$ cat src/rtl/adder_arbiter_pkg.sv
// Shared defaults and requester-id type for the two-port arbitrated adder.
// No logic here; latency and backpressure do not apply.
package adder_arbiter_pkg;

    localparam int W_DEF      = 4;
    localparam int LAT_DEF    = 4;
    localparam int FDEPTH_DEF = 2;

    typedef enum logic {
        REQ0 = 1'b0,
        REQ1 = 1'b1
    } req_id_t;

    function automatic req_id_t other_req(input req_id_t id);
        return (id == REQ0) ? REQ1 : REQ0;
    endfunction

endpackage

$ cat src/rtl/pipelined_ripple_carry.sv
// Ripple-carry adder cut into LAT register stages, roughly W/LAT bits per stage.
// Latency LAT cycles from A/B/carry_in to Sum/carry_out; never stalls, no backpressure.
module pipelined_ripple_carry
    import adder_arbiter_pkg::*;
#(
    parameter int W   = W_DEF,
    parameter int LAT = LAT_DEF
) (
    input  logic         clk,
    input  logic [W-1:0] A,
    input  logic [W-1:0] B,
    input  logic         carry_in,
    output logic [W-1:0] Sum,
    output logic         carry_out
);

    // Per-stage inputs (operands, partial sum, running carry) and stage results.
    logic [LAT-1:0][W-1:0] w_a_st;
    logic [LAT-1:0][W-1:0] w_b_st;
    logic [LAT-1:0][W-1:0] w_s_st;
    logic [LAT-1:0]        w_c_st;
    logic [LAT-1:0][W-1:0] w_s_nx;
    logic [LAT-1:0]        w_c_nx;

    for (genvar k = 0; k < LAT; k++) begin : g_stage
        localparam int LO = (k * W) / LAT;
        localparam int HI = ((k + 1) * W) / LAT;

        logic [W-1:0] w_s_t;
        logic         w_c_t;

        if (k == 0) begin : g_in
            assign w_a_st[k] = A;
            assign w_b_st[k] = B;
            assign w_s_st[k] = '0;
            assign w_c_st[k] = carry_in;
        end else begin : g_reg
            logic [W-1:0] r_a;
            logic [W-1:0] r_b;
            logic [W-1:0] r_s;
            logic         r_c;

            always_ff @(posedge clk) begin
                r_a <= w_a_st[k-1];
                r_b <= w_b_st[k-1];
                r_s <= w_s_nx[k-1];
                r_c <= w_c_nx[k-1];
            end

            assign w_a_st[k] = r_a;
            assign w_b_st[k] = r_b;
            assign w_s_st[k] = r_s;
            assign w_c_st[k] = r_c;
        end

        // Only the bit slice [LO, HI) is resolved here; other bits pass through.
        always_comb begin
            w_s_t = w_s_st[k];
            w_c_t = w_c_st[k];
            for (int i = 0; i < W; i++) begin
                if (i >= LO && i < HI) begin
                    w_s_t[i] = w_a_st[k][i] ^ w_b_st[k][i] ^ w_c_t;
                    w_c_t    = (w_a_st[k][i] & w_b_st[k][i]) |
                               (w_c_t & (w_a_st[k][i] ^ w_b_st[k][i]));
                end
            end
        end

        assign w_s_nx[k] = w_s_t;
        assign w_c_nx[k] = w_c_t;
    end

    always_ff @(posedge clk) begin
        Sum       <= w_s_nx[LAT-1];
        carry_out <= w_c_nx[LAT-1];
    end

endmodule

$ cat src/rtl/adder_arbiter.sv
// Two requesters share one pipelined adder via round-robin; results return through per-requester FIFOs.
// Handshake in cycle t gives rsp valid in t+LAT+1; backpressure only through per-requester credits (FDEPTH).
module adder_arbiter
    import adder_arbiter_pkg::*;
#(
    parameter int W      = W_DEF,
    parameter int LAT    = LAT_DEF,
    parameter int FDEPTH = FDEPTH_DEF
) (
    input  logic         clk,
    input  logic         rst_n,
    input  logic         req0_valid,
    output logic         req0_ready,
    input  logic [W-1:0] req0_a,
    input  logic [W-1:0] req0_b,
    input  logic         req0_cin,
    input  logic         req1_valid,
    output logic         req1_ready,
    input  logic [W-1:0] req1_a,
    input  logic [W-1:0] req1_b,
    input  logic         req1_cin,
    output logic         rsp0_valid,
    input  logic         rsp0_ready,
    output logic [W-1:0] rsp0_sum,
    output logic         rsp0_cout,
    output logic         rsp1_valid,
    input  logic         rsp1_ready,
    output logic [W-1:0] rsp1_sum,
    output logic         rsp1_cout,
    output logic         busy
);

    localparam int CW = $clog2(FDEPTH + 1);
    localparam int PW = (FDEPTH > 1) ? $clog2(FDEPTH) : 1;

    logic [1:0]          w_req_vld;
    logic [1:0][W-1:0]   w_req_a;
    logic [1:0][W-1:0]   w_req_b;
    logic [1:0]          w_req_cin;
    logic [1:0]          w_rsp_rdy;
    logic [1:0]          w_elig;
    logic [1:0]          w_gnt;
    logic [1:0]          w_wr;
    logic [1:0]          w_pop;
    logic [1:0]          w_rsp_vld;
    logic [1:0][W:0]     w_head;

    logic                w_issue;
    req_id_t             w_issue_id;
    logic [W-1:0]        w_add_a;
    logic [W-1:0]        w_add_b;
    logic                w_add_cin;
    logic [W-1:0]        w_add_sum;
    logic                w_add_cout;
    logic [W:0]          w_res;

    req_id_t             r_prio;
    logic [LAT-1:0]      r_tag_vld;
    req_id_t             r_tag_id [LAT];

    assign w_req_vld = {req1_valid, req0_valid};
    assign w_req_a   = {req1_a, req0_a};
    assign w_req_b   = {req1_b, req0_b};
    assign w_req_cin = {req1_cin, req0_cin};
    assign w_rsp_rdy = {rsp1_ready, rsp0_ready};

    // Ready is gated by rst_n so nothing looks accepted while reset is held.
    always_comb begin
        w_gnt = 2'b00;
        if (rst_n) begin
            if (&w_elig) begin
                w_gnt = (r_prio == REQ1) ? 2'b10 : 2'b01;
            end else begin
                w_gnt = w_elig;
            end
        end
    end

    assign w_issue    = |w_gnt;
    assign w_issue_id = w_gnt[1] ? REQ1 : REQ0;
    assign req0_ready = w_gnt[0];
    assign req1_ready = w_gnt[1];

    always_comb begin
        w_add_a   = '0;
        w_add_b   = '0;
        w_add_cin = 1'b0;
        if (w_gnt[0]) begin
            w_add_a   = w_req_a[0];
            w_add_b   = w_req_b[0];
            w_add_cin = w_req_cin[0];
        end else if (w_gnt[1]) begin
            w_add_a   = w_req_a[1];
            w_add_b   = w_req_b[1];
            w_add_cin = w_req_cin[1];
        end
    end

    pipelined_ripple_carry #(
        .W   (W),
        .LAT (LAT)
    ) u_adder (
        .clk       (clk),
        .A         (w_add_a),
        .B         (w_add_b),
        .carry_in  (w_add_cin),
        .Sum       (w_add_sum),
        .carry_out (w_add_cout)
    );

    assign w_res = {w_add_cout, w_add_sum};

    always_ff @(posedge clk or negedge rst_n) begin
        if (!rst_n) begin
            r_prio <= REQ0;
        end else if (w_issue) begin
            r_prio <= other_req(w_issue_id);
        end
    end

    // Tag pipe runs in lockstep with the adder; the last stage lines up with Sum.
    always_ff @(posedge clk or negedge rst_n) begin
        if (!rst_n) begin
            r_tag_vld <= '0;
            for (int i = 0; i < LAT; i++) begin
                r_tag_id[i] <= REQ0;
            end
        end else begin
            r_tag_vld[0] <= w_issue;
            r_tag_id[0]  <= w_issue_id;
            for (int i = 1; i < LAT; i++) begin
                r_tag_vld[i] <= r_tag_vld[i-1];
                r_tag_id[i]  <= r_tag_id[i-1];
            end
        end
    end

    assign w_wr[0] = r_tag_vld[LAT-1] && (r_tag_id[LAT-1] == REQ0);
    assign w_wr[1] = r_tag_vld[LAT-1] && (r_tag_id[LAT-1] == REQ1);

    for (genvar n = 0; n < 2; n++) begin : g_req
        logic [W:0]    r_mem [FDEPTH];
        logic [PW-1:0] r_wptr;
        logic [PW-1:0] r_rptr;
        logic [CW-1:0] r_cnt;
        logic [CW-1:0] r_credit;

        // Credit covers in-flight plus buffered results, so the FIFO can never overflow.
        assign w_elig[n]    = w_req_vld[n] && (r_credit < CW'(FDEPTH));
        assign w_rsp_vld[n] = (r_cnt != '0);
        assign w_pop[n]     = w_rsp_vld[n] && w_rsp_rdy[n];
        assign w_head[n]    = w_rsp_vld[n] ? r_mem[r_rptr] : '0;

        always_ff @(posedge clk) begin
            if (w_wr[n]) begin
                r_mem[r_wptr] <= w_res;
            end
        end

        always_ff @(posedge clk or negedge rst_n) begin
            if (!rst_n) begin
                r_wptr   <= '0;
                r_rptr   <= '0;
                r_cnt    <= '0;
                r_credit <= '0;
            end else begin
                if (w_wr[n]) begin
                    r_wptr <= (r_wptr == PW'(FDEPTH - 1)) ? '0 : r_wptr + PW'(1);
                end
                if (w_pop[n]) begin
                    r_rptr <= (r_rptr == PW'(FDEPTH - 1)) ? '0 : r_rptr + PW'(1);
                end
                case ({w_wr[n], w_pop[n]})
                    2'b10:   r_cnt <= r_cnt + CW'(1);
                    2'b01:   r_cnt <= r_cnt - CW'(1);
                    default: r_cnt <= r_cnt;
                endcase
                case ({w_gnt[n], w_pop[n]})
                    2'b10:   r_credit <= r_credit + CW'(1);
                    2'b01:   r_credit <= r_credit - CW'(1);
                    default: r_credit <= r_credit;
                endcase
            end
        end

        a_no_overflow: assert property (@(posedge clk) disable iff (!rst_n)
            !(w_wr[n] && (r_cnt == CW'(FDEPTH))));
    end

    assign rsp0_valid            = w_rsp_vld[0];
    assign rsp1_valid            = w_rsp_vld[1];
    assign {rsp0_cout, rsp0_sum} = w_head[0];
    assign {rsp1_cout, rsp1_sum} = w_head[1];
    assign busy                  = (|r_tag_vld) | (|w_rsp_vld);

endmodule

$ cat config.mk
export PLATFORM = sky130hd
export DESIGN_NAME = adder_arbiter
export DESIGN_NICKNAME = d
export VERILOG_FILES = /design/src/rtl/adder_arbiter_pkg.sv /design/src/rtl/pipelined_ripple_carry.sv /design/src/rtl/adder_arbiter.sv
export SDC_FILE = /design/constraint.sdc
export NUM_CORES = 1
export LEC_CHECK = 0
export CAP_MARGIN = 15
export CORE_MARGIN = 2
export CORE_UTILIZATION = 55
export CTS_CLUSTER_DIAMETER = 100
export DETAILED_ROUTE_END_ITERATION = 12
export GPL_ROUTABILITY_DRIVEN = 0
export PLACE_DENSITY = 0.85
export SYNTH_ARGS = -nofsm -noshare
export SYNTH_HDL_FRONTEND = slang
export SYNTH_HIERARCHICAL = 1
export SYNTH_SLANG_ARGS = --single-unit
$ cat constraint.sdc
create_clock -name clk -period 4.09 [get_ports clk]
set_clock_uncertainty 0.15 [all_clocks]
set_input_delay 0.6135 -clock clk [delete_from_list [all_inputs] [get_ports clk]]
set_output_delay 0.6135 -clock clk [all_outputs]
set_load 0.01 [all_outputs]
==> results of run 1 <==
## stage by stage
stage / area [um2] / std cells / hold slack [ns]
3_3_place_gp: 2740 / 240 / 0.161
5_1_grt: 2900 / 256 / 0.185
3_5_place_dp: 2740 / 240 / 0.163
2_1_floorplan: 2310 / 154 / 0.160
4_1_cts: 2900 / 256 / 0.178
6_report: 2900 / 256 / 0.174
## routing by layer
| layer | share of wire [%] | vias up | GRT usage [%] |
|---|---|---|---|
| met3 | 5.9 | 6 | 6.49 |
| met5 | 0 | - | 0 |
| met4 | 1.4 | 0 | 6.62 |
| li1 | - | 617 | - |
| met1 | 41 | 583 | 18.4 |
| met2 | 51 | 46 | 27.9 |
## power by group through the flow
stage | logic, mW | registers, mW | clock network [mW]
6_report | 0.525 | 1.01 | 0.432
5_1_grt | 0.596 | 1.04 | 0.471
4_1_cts | 0.537 | 1.02 | 0.445
3_5_place_dp | 0.533 | 1.03 | 0
3_3_place_gp | 0.517 | 1.02 | 0
2_1_floorplan | 0.359 | 0.972 | 0
## cell usage in the layout, fill, tap and decap left out, drive strengths merged, types with 2 or more instances in the layout
cell / instances
inv: 6
mux2i: 10
a22o: 9
clkdlybuf4s50: 38
dfrtp: 21
nor2: 20
buf: 2
a21oi: 2
ha: 4
xor2: 6
clkbuf: 10
clkinv: 6
edfxtp: 20
nor2b: 4
xnor2: 10
fa: 4
dfxtp: 26
## cell usage after synthesis
library cell / instances
a21oi_1: 2
a22o_1: 9
and3_1: 1
buf_2: 3
buf_6: 1
dfrtp_1: 21
dfxtp_1: 26
edfxtp_1: 20
fa_1: 4
ha_1: 4
inv_1: 6
mux2i_1: 10
nand2_1: 1
nand2b_1: 1
nand3_1: 1
nand3b_1: 1
nor2_1: 20
nor2b_1: 4
nor4_1: 1
o21a_1: 1
o311a_1: 1
xnor2_1: 10
xor2_1: 6
## final cells by class
cell class / instances / share of cell area (%)
Multi-Input combinational cell: 77 / 21.1
Clock buffer: 10 / 4.40
Sequential cell: 67 / 56.8
Inverter: 6 / 0.777
Clock inverter: 6 / 1.12
Timing Repair Buffer: 40 / 13.6
Tap cell: 50 / 2.16
## registers in the layout, indices dropped and copies added, names as in the netlist, 2 cells and up
register / flops
g_req.r_rptr: 2
u_adder/g_stage.g_reg.r_c: 3
r_tag_vld: 4
u_adder/g_stage.g_reg.r_s: 6
g_req.r_mem: 20
u_adder/g_stage.g_reg.r_a: 6
g_req.r_wptr: 2
u_adder/Sum: 4
u_adder/g_stage.g_reg.r_b: 6
r_tag_id: 4
g_req.r_cnt: 4
g_req.r_credit: 4
## path summary, 6_finish.rpt
check / cells after the start / endpoint
max: 6 / req0_ready
min: 0 / u_adder/g_stage[3].g_reg.r_s[0]$_DFF_P_
max reg2reg: 6 / g_req[1].r_credit[1]$_DFFE_PN0P_
min reg2reg: 0 / u_adder/g_stage[3].g_reg.r_s[0]$_DFF_P_
max in group asynchronous: 2 / r_tag_id[1]$_DFF_PN0_
min in group asynchronous: 2 / r_tag_vld[3]$_DFF_PN0_
## cell families after synthesis
logic type | after synthesis | share of synthesized area (%)
flops | 67 | 71.4
simple gates | 30 | 5.86
xor+xnor | 16 | 6.07
compound gates | 13 | 4.61
buf+inv | 10 | 2.11
mux | 10 | 4.34
fa+ha+maj | 8 | 5.64
## critical path, delay by kind of cell
family / cells / cell delay [ns]
buf+inv: 4 / 1.54
compound gates: 1 / 0.14
simple gates: 1 / 0.11
==> out/results.tsv, run 1 <==
stage	metric	value	unit
run_status	status	finished, final reports clean	
clock_tree	cts_root_buffer	clkbuf_8	
synth	synth.avg_cell_area	15.0	um2
sta	setup_ws	0.926	ns
sta	layout_min_cycle_time	3.16	ns
min_path	min-delay-start	u_adder/g_stage[2].g_reg.r_s[0]$_DFF_P_	
drt	routed_wl	3.17	mm
synth	yosys_warnings	6	
synth	syn_inst	154	
place	hpwl	2.39	mm
sta	relSlewSlack	62.3	%
sta	tns	0	ns
synth	syn-num-nets	186	
worst_setup_path	path_class	primary input to primary output	
floorplan	rows	23	
drt	drc	0	
drt	wl_per_cell	12.4	um
pwr	power.total	1.97	mW
min_path	min_path_type	flip-flop to flip-flop	
cells_and_area	fin_util	72.0	%
floorplan	io_pins	39	
sta	max_freq	316	MHz
sta	finalHoldViolCount	0	
clock_tree	clkTransAtPathRegs	0.07	ns
cells_and_area	drive_gt1_share	7.77	%
clock_tree	cts_resized	0	
job	drv_cap	0	
synth	netlist.area_leader.share	26.0	%
floorplan	die-area	0.00473	mm2
drt	vias	1252	
floorplan	start_util	57.3	%
cells_and_area	syn_to_final_growth	25.7	%
cells_and_area	multi_input_area	612	um2
worst_setup_path	critical_path.startpoint_type	primary input	
global_routing	grtUsageTotal	16.4	%
synth	netlist_area	0.00231	mm2
pwr	ir_drop	322	uV
clock_tree	cts_buffers	9	
synth	ys_seq_elements	67	
sta	setup_violations	0	
cells_and_area	nFillCells	267	
place	post-place-ws	0.894	ns
clock_tree	clock_sinks	67	
pwr	p_leak	1.21	nW
pwr	internal_power	1.40	mW
global_routing	grt_max_degree	25	
worst_setup_path	reg2reg_setup_slack	2.07	ns
cells_and_area	antennaDiodeCount	0	
clock_tree	post_cts_buffers	0	
worst_setup_path	slowest_delay	0.55	ns
floorplan	die_x	68.8	um
pwr	swShare	28.8	%
sta	post-route-period-util	77.4	%
pwr	clockPowerShare	21.9	%
drt	vias_per_cell	4.89	
clock_tree	postCtsHoldBufs	0	
floorplan	coreArea	0.00403	mm2
clock_tree	cts_htree_levels	3	
worst_setup_path	worstSetupStartpoint	rst_n	
worst_setup_path	arrival	2.40	ns
sta	finalMaxSlewViolations	0	
floorplan	dieHeight	68.8	um
synth	synth.yosys.seq_area_share	71.4	%
worst_setup_path	slowest_stage	clkdlybuf4s50_1	
global_routing	grt_pass1_wl	5.30	mm
clock_tree	clk_path_buf_depth	2	
place	port_buffers	38	
global_routing	antenna_found_initial	0	
pwr	power_frac_seq	51.4	%
cells_and_area	layout.area.seq	0.00165	mm2
clock_tree	cts_tree	done	
worst_setup_path	crit_fanout	24	
worst_setup_path	end_kind	primary output	
cells_and_area	fin_nets	233	
global_routing	grt_pass1_vias	1236	
pwr	powerDensity	680	mW/mm2
pwr	pwr-share-comb	26.7	%
synth	ys_types	23	
worst_setup_path	crit_chain	clkdlybuf4s50_1 -> buf_4 -> nand3b_1 -> a21oi_1 -> buf_4 -> clkdlybuf4s50_1	
pwr	netSwitchingPower	0.567	mW
clock_tree	worstSkewPairLatency	0.32	ns
drt	dr.pass1.iters	4	
sta	tightestPinTransition	0.563	ns
sta	rsz0062_at_grt	no	
drt	drtIter0Drc	26	
worst_setup_path	timing.rr.start	g_req[1].r_credit[1]$_DFFE_PN0P_	
synth	synth_area_leaders	edfxtp_1 (26%), dfrtp_1 (23%), dfxtp_1 (23%), mux2i_1 (4.3%), xnor2_1 (3.8%)	
worst_setup_path	worstPathRequired	3.33	ns
synth	yosys.area.top_type	edfxtp_1	
global_routing	grt_overflow_total	0	
drt	postRouteAntennaNets	0	
Power figures use the tool's default switching activity.
==> run 2, diff against run 1 <==
--- a/config.mk
+++ b/config.mk
@@ -7,11 +7,11 @@
 export LEC_CHECK = 0
 export CAP_MARGIN = 15
 export CORE_MARGIN = 2
-export CORE_UTILIZATION = 55
+export CORE_UTILIZATION = 51
 export CTS_CLUSTER_DIAMETER = 100
 export DETAILED_ROUTE_END_ITERATION = 12
 export GPL_ROUTABILITY_DRIVEN = 0
-export PLACE_DENSITY = 0.85
+export PLACE_DENSITY = 0.8
 export SYNTH_ARGS = -nofsm -noshare
 export SYNTH_HDL_FRONTEND = slang
 export SYNTH_HIERARCHICAL = 1
==> constraint.sdc (replaced) <==
create_clock -name clk -period 3.12 [get_ports clk]
set_clock_uncertainty 0.15 [all_clocks]
set_input_delay 0.468 -clock clk [delete_from_list [all_inputs] [get_ports clk]]
set_output_delay 0.468 -clock clk [all_outputs]
set_load 0.01 [all_outputs]
==> run 2 against run 1 <==
Net effect:
- die area up 7.4%
- count of clock-buffer cells in the layout is 2 higher
- global-route usage decreased by 0.92 points
- power grew 36%
- sequential cell count stayed put
- clock power is 49% higher
- critical path depth down 2
- register-to-register slack lost 0.92 ns
- via count decreased by 0.24%
- routed wire length increased by 8.2%
==> out/results.tsv, run 2 (synthesized netlist as in run 1, its figures left out) <==
stage	metric	value	unit	change
run_status	status	finished, final reports clean		unchanged
sta	finalHoldViolCount	0		unchanged
worst_setup_path	end_kind	primary output		unchanged
clock_tree	postCtsHoldBufs	0		unchanged
sta	setup_violations	0		unchanged
clock_tree	cts_htree_levels	3		unchanged
job	drv_cap	0		unchanged
global_routing	grt_max_degree	24		was 25
sta	tightestPinTransition	0.600	ns	was 0.563 ns
floorplan	die-area	0.00508	mm2	was 0.00473 mm2
pwr	powerDensity	914	mW/mm2	was 680 mW/mm2
pwr	p_leak	1.21	nW	about the same
cells_and_area	drive_gt1_share	6.76	%	was 7.77%
sta	max_freq	400	MHz	
cells_and_area	fin_nets	234		was 233
worst_setup_path	path_class	primary input to primary output		unchanged
clock_tree	clock_sinks	67		unchanged
min_path	min_path_type	flip-flop to flip-flop		unchanged
drt	drc	0		unchanged
floorplan	rows	24		was 23
floorplan	dieHeight	71.3	um	was 68.8 um
drt	drtIter0Drc	58		was 26
global_routing	grt_pass1_vias	1368		was 1236
clock_tree	worstSkewPairLatency	0.33	ns	was 0.32 ns
clock_tree	cts_root_buffer	clkbuf_8		unchanged
floorplan	coreArea	0.00435	mm2	was 0.00403 mm2
floorplan	die_x	71.3	um	was 68.8 um
worst_setup_path	arrival	1.88	ns	was 2.40 ns
clock_tree	cts_tree	done		unchanged
global_routing	grtUsageTotal	15.5	%	was 16.4%
cells_and_area	largest_register_ff_count	20		unchanged
worst_setup_path	worstPathRequired	2.50	ns	was 3.33 ns
pwr	ir_drop	448	uV	was 322 uV
pwr	power.total	2.68	mW	was 1.97 mW
drt	postRouteAntennaNets	0		unchanged
drt	dr.pass1.iters	5		was 4
cells_and_area	antennaDiodeCount	0		unchanged
sta	relSlewSlack	59.9	%	was 62.3%
global_routing	antenna_found_initial	0		unchanged
worst_setup_path	critical_path.startpoint_type	primary input		unchanged
place	port_buffers	38		unchanged
place	placed_area	0.00275	mm2	was 0.00274 mm2
worst_setup_path	crit_fanout	3		was 24
cells_and_area	top_register	g_req.r_mem		unchanged
clock_tree	clkTransAtPathRegs	0.06	ns	was 0.07 ns
floorplan	io_pins	39		unchanged
cells_and_area	mostFrequentLayoutCell	clkdlybuf4s50_1		unchanged
clock_tree	cts_resized	0		unchanged
sta	finalMaxSlewViolations	0		unchanged
drt	routed_wl	3.43	mm	was 3.17 mm
global_routing	grt_pass1_wl	5.72	mm	was 5.30 mm
global_routing	grt_overflow_total	0		unchanged
cells_and_area	nFillCells	311		was 267
cells_and_area	syn_to_final_growth	26.8	%	was 25.7%
floorplan	start_util	53.0	%	was 57.3%
drt	wl_per_cell	13.3	um	was 12.4 um
sta	layout_min_cycle_time	2.50	ns	
cells_and_area	fin_util	67.2	%	was 72.0%
place	hpwl	2.62	mm	was 2.39 mm
sta	tns	0	ns	unchanged
clock_tree	post_cts_buffers	0		unchanged
cells_and_area	final_area	0.00293	mm2	was 0.00290 mm2
drt	vias	1249		was 1252
clock_tree	clk_path_buf_depth	2		unchanged
sta	post-route-period-util	80.1	%	
drt	vias_per_cell	4.82		was 4.89
clock_tree	cts_buffers	9		unchanged
sta	rsz0062_at_grt	no		unchanged
cells_and_area	layout_common_cells	clkdlybuf4s50_1 (38), dfxtp_1 (26), dfrtp_1 (21)		unchanged
run 2: per-layer routing:
layer | GRT usage (%) | vias to the layer above | wire length (um)
li1 | - | 617 | -
met1 | 15.8 | 581 | 1360
met2 | 27.5 | 44 | 1820
met3 | 3.80 | 7 | 188
met4 | 10.7 | 0 | 59
met5 | 0 | - | 0
run 2: final timing paths:
kind / startpoint / end / slack (ns) / cells after the start
setup / recovery: req1_valid / req1_ready / 0.62 / 4
hold / removal: u_adder/g_stage[2].g_reg.r_s[0]$_DFF_P_ / u_adder/g_stage[3].g_reg.r_s[0]$_DFF_P_ / 0.17 / 0
setup reg to reg: g_req[1].r_cnt[0]$_DFFE_PN0P_ / g_req[1].r_cnt[1]$_DFFE_PN0P_ / 1.15 / 5
hold reg to reg: u_adder/g_stage[2].g_reg.r_s[0]$_DFF_P_ / u_adder/g_stage[3].g_reg.r_s[0]$_DFF_P_ / 0.17 / 0
max in group asynchronous: rst_n / g_req[1].r_cnt[0]$_DFFE_PN0P_ / 2.19 / 2
min in group asynchronous: rst_n / g_req[0].r_rptr$_DFFE_PN0P_ / 0.41 / 2
run 2: stage by stage:
stage | hold WS, ns | setup WS (ns) | std cells
after floorplan | 0.0224 | 1.19 | 154
after global placement | 0.162 | 0.658 | 243
after detailed placement | 0.162 | 0.611 | 243
after CTS | 0.176 | 0.569 | 259
after global routing | 0.179 | 0.517 | 259
final | 0.174 | 0.620 | 259
run 2: cell type report:
cell class | count | area [um2] | area share, %
Inverter | 6 | 22.5 | 0.770
Multi-Input combinational cell | 77 | 612 | 20.9
Tap cell | 52 | 65.1 | 2.22
Timing Repair Buffer | 41 | 403 | 13.8
Clock inverter | 4 | 42.5 | 1.45
Sequential cell | 67 | 1650 | 56.3
Clock buffer | 12 | 135 | 4.62
run 2: critical path: stages:
cell and delay, ns:
clkdlybuf4s50_1 0.44, nor2b_1 0.21, o311a_1 0.22, clkdlybuf4s50_1 0.54
run 2: power breakdown:
part           internal [mW]  switching [mW]
registers               1.16           0.168
logic                  0.398           0.302
clock network          0.363           0.280
==> run 3, diff against run 2 <==
==> constraint.sdc (replaced) <==
create_clock -name clk -period 2.5 [get_ports clk]
set_clock_uncertainty 0.15 [all_clocks]
set_input_delay 0.375 -clock clk [delete_from_list [all_inputs] [get_ports clk]]
set_output_delay 0.375 -clock clk [all_outputs]
set_load 0.01 [all_outputs]
==> run 3 against run 2 <==
Net effect:
- non-clock buffer count grew 2
- clock power grew 23%
- critical path type unchanged
- largest cell class unchanged
- sequential cell count unchanged
- final cell count is 0.77% higher
- critical endpoint unchanged
- combinational power is 28% higher
- setup slack got worse by 0.40 ns
- global-route usage is 0.41 points higher
==> out/results.tsv, run 3 (synthesized netlist as in run 1, its figures left out) <==
stage	metric	value	unit	change
run_status	status	finished, final reports clean		unchanged
cells_and_area	layout.area.seq	0.00165	mm2	unchanged
pwr	power.total	3.36	mW	was 2.68 mW
cells_and_area	layout_common_cells	clkdlybuf4s50_1 (38), dfxtp_1 (26), dfrtp_1 (21)		unchanged
sta	setup_violations	0		unchanged
min_path	whs_path_depth	0		unchanged
sta	tightestPinTransition	0.439	ns	was 0.600 ns
pwr	powerDensity	1140	mW/mm2	was 914 mW/mm2
global_routing	grtUsageTotal	15.9	%	was 15.5%
clock_tree	cts_resized	0		unchanged
drt	vias	1269		was 1249
clock_tree	cts_root_buffer	clkbuf_8		unchanged
worst_setup_path	regToRegEndpoint	u_adder/g_stage[1].g_reg.r_s[0]$_DFF_P_		was g_req[1].r_cnt[1]$_DFFE_PN0P_
worst_setup_path	worstPathRequired	1.98	ns	was 2.50 ns
clock_tree	worstSkewPairLatency	0.33	ns	about the same
floorplan	die_x	71.3	um	unchanged
clock_tree	cts_tree	done		unchanged
drt	postRouteAntennaNets	0		unchanged
floorplan	io_pins	39		unchanged
floorplan	die-area	0.00508	mm2	unchanged
sta	setup_ws	0.216	ns	was 0.620 ns
global_routing	grt_max_degree	24		unchanged
drt	drc	0		unchanged
job	drv_cap	0		unchanged
place	hpwl	2.56	mm	was 2.62 mm
floorplan	rows	24		unchanged
min_path	min-delay-start	u_adder/g_stage[2].g_reg.r_s[0]$_DFF_P_		unchanged
worst_setup_path	reg2reg_setup_slack	0.55	ns	was 1.15 ns
global_routing	grt_pass1_vias	1335		was 1368
cells_and_area	top_register	g_req.r_mem		unchanged
clock_tree	postCtsHoldBufs	0		unchanged
clock_tree	cts_htree_levels	3		unchanged
sta	relSlewSlack	70.6	%	was 59.9%
cells_and_area	syn_to_final_growth	27.8	%	was 26.8%
sta	max_freq	438	MHz	
sta	finalMaxSlewViolations	0		unchanged
sta	rsz0062_at_grt	no		unchanged
worst_setup_path	path_class	primary input to primary output		unchanged
cells_and_area	mostFrequentLayoutCell	clkdlybuf4s50_1		unchanged
worst_setup_path	timing.rr.start	g_req[0].r_credit[1]$_DFFE_PN0P_		was g_req[1].r_cnt[0]$_DFFE_PN0P_
clock_tree	post_cts_buffers	0		unchanged
min_path	min_path_type	flip-flop to flip-flop		unchanged
drt	vias_per_cell	4.86		was 4.82
worst_setup_path	crit_fanout	3		unchanged
clock_tree	clkTransAtPathRegs	0.06	ns	about the same
drt	drtIter0Drc	33		was 58
drt	routed_wl	3.35	mm	was 3.43 mm
floorplan	start_util	53.0	%	unchanged
drt	dr.pass1.iters	4		was 5
worst_setup_path	critical_path.startpoint_type	primary input		unchanged
sta	finalHoldViolCount	0		unchanged
clock_tree	clk_path_buf_depth	2		unchanged
cells_and_area	largest_register_ff_count	20		unchanged
worst_setup_path	arrival	1.76	ns	was 1.88 ns
worst_setup_path	end_kind	primary output		unchanged
cells_and_area	drive_gt1_share	8.61	%	was 6.76%
worst_setup_path	reg2reg_depth	4		was 5
floorplan	coreArea	0.00435	mm2	unchanged
sta	layout_min_cycle_time	2.28	ns	
clock_tree	clock_sinks	67		unchanged
cells_and_area	antennaDiodeCount	0		unchanged
drt	wl_per_cell	12.8	um	was 13.3 um
floorplan	dieHeight	71.3	um	unchanged
global_routing	grt_pass1_wl	5.86	mm	was 5.72 mm
global_routing	antenna_found_initial	0		unchanged
place	port_buffers	38		unchanged
cells_and_area	multi_input_area	612	um2	unchanged
sta	post-route-period-util	91.3	%	
sta	tns	0	ns	unchanged
pwr	ir_drop	549	uV	was 448 uV
min_path	hold_path_end	u_adder/g_stage[3].g_reg.r_s[0]$_DFF_P_		unchanged
cells_and_area	nFillCells	303		was 311
global_routing	grt_overflow_total	0		unchanged
cells_and_area	fin_nets	236		was 234
pwr	p_leak	1.23	nW	was 1.21 nW
clock_tree	cts_buffers	9		unchanged
place	post-place-ws	0.0681	ns	was 0.611 ns
-- run 3: cell count changes in the layout (fill, tap and decap cells not counted) --
cell and delta:
buf_4 +2, bufinv_16 -1, clkbuf_16 +1, clkbuf_8 +1
clkinv_1 -2, clkinv_2 +1
-- run 3: worst max-delay path by stage --
stage | start | to | cells after the start | slack [ns]
finish | req1_valid | req1_ready | 4 | 0.22
global route | req1_valid | req1_ready | 4 | 0.11
CTS | req1_valid | req1_ready | 4 | 0.21
detailed placement | req0_valid | u_adder/g_stage[1].g_reg.r_s[0]$_DFF_P_ | 6 | 0.07
global placement | req0_valid | u_adder/g_stage[1].g_reg.r_s[0]$_DFF_P_ | 6 | 0.15
floorplan | g_req[0].r_credit[1]$_DFFE_PN0P_ | u_adder/g_stage[1].g_reg.r_s[0]$_DFF_P_ | 4 | 0.62
-- run 3: per-layer routing --
| layer | up-vias | part of all wire (%) | global-route usage, % |
|---|---|---|---|
| li1 | 621 | - | - |
| met1 | 600 | 40 | 17.0 |
| met2 | 42 | 52 | 27.2 |
| met3 | 6 | 6.0 | 7.45 |
| met4 | 0 | 1.6 | 6.29 |
| met5 | - | 0 | 0 |
-- run 3: stage by stage --
step	std cells	area (um2)	utilization, %	hold WS, ns
after global routing	261	2950	67.7	0.175
after floorplan	154	2310	-	-0.0706
after detailed placement	245	2760	63.5	0.162
after CTS	261	2950	67.7	0.176
after global placement	245	2760	63.5	0.162
final	261	2950	67.7	0.175
-- run 3: area by class of cell --
type                            instances  share of cell area [%]
Clock buffer                           14                    5.90
Clock inverter                          2                   0.340
Inverter                                6                   0.764
Multi-Input combinational cell         77                    20.8
Sequential cell                        67                    55.9
Tap cell                               52                    2.21
Timing Repair Buffer                   43                    14.2
-- run 3: critical path, stage by stage --
cell	delay, ns
clkdlybuf4s50_1	0.44
nor2b_1	0.19
o311a_1	0.21
clkdlybuf4s50_1	0.54
-- run 3: power breakdown --
part	switching [mW]	internal [mW]
registers	0.213	1.45
logic	0.380	0.516
clock network	0.349	0.445
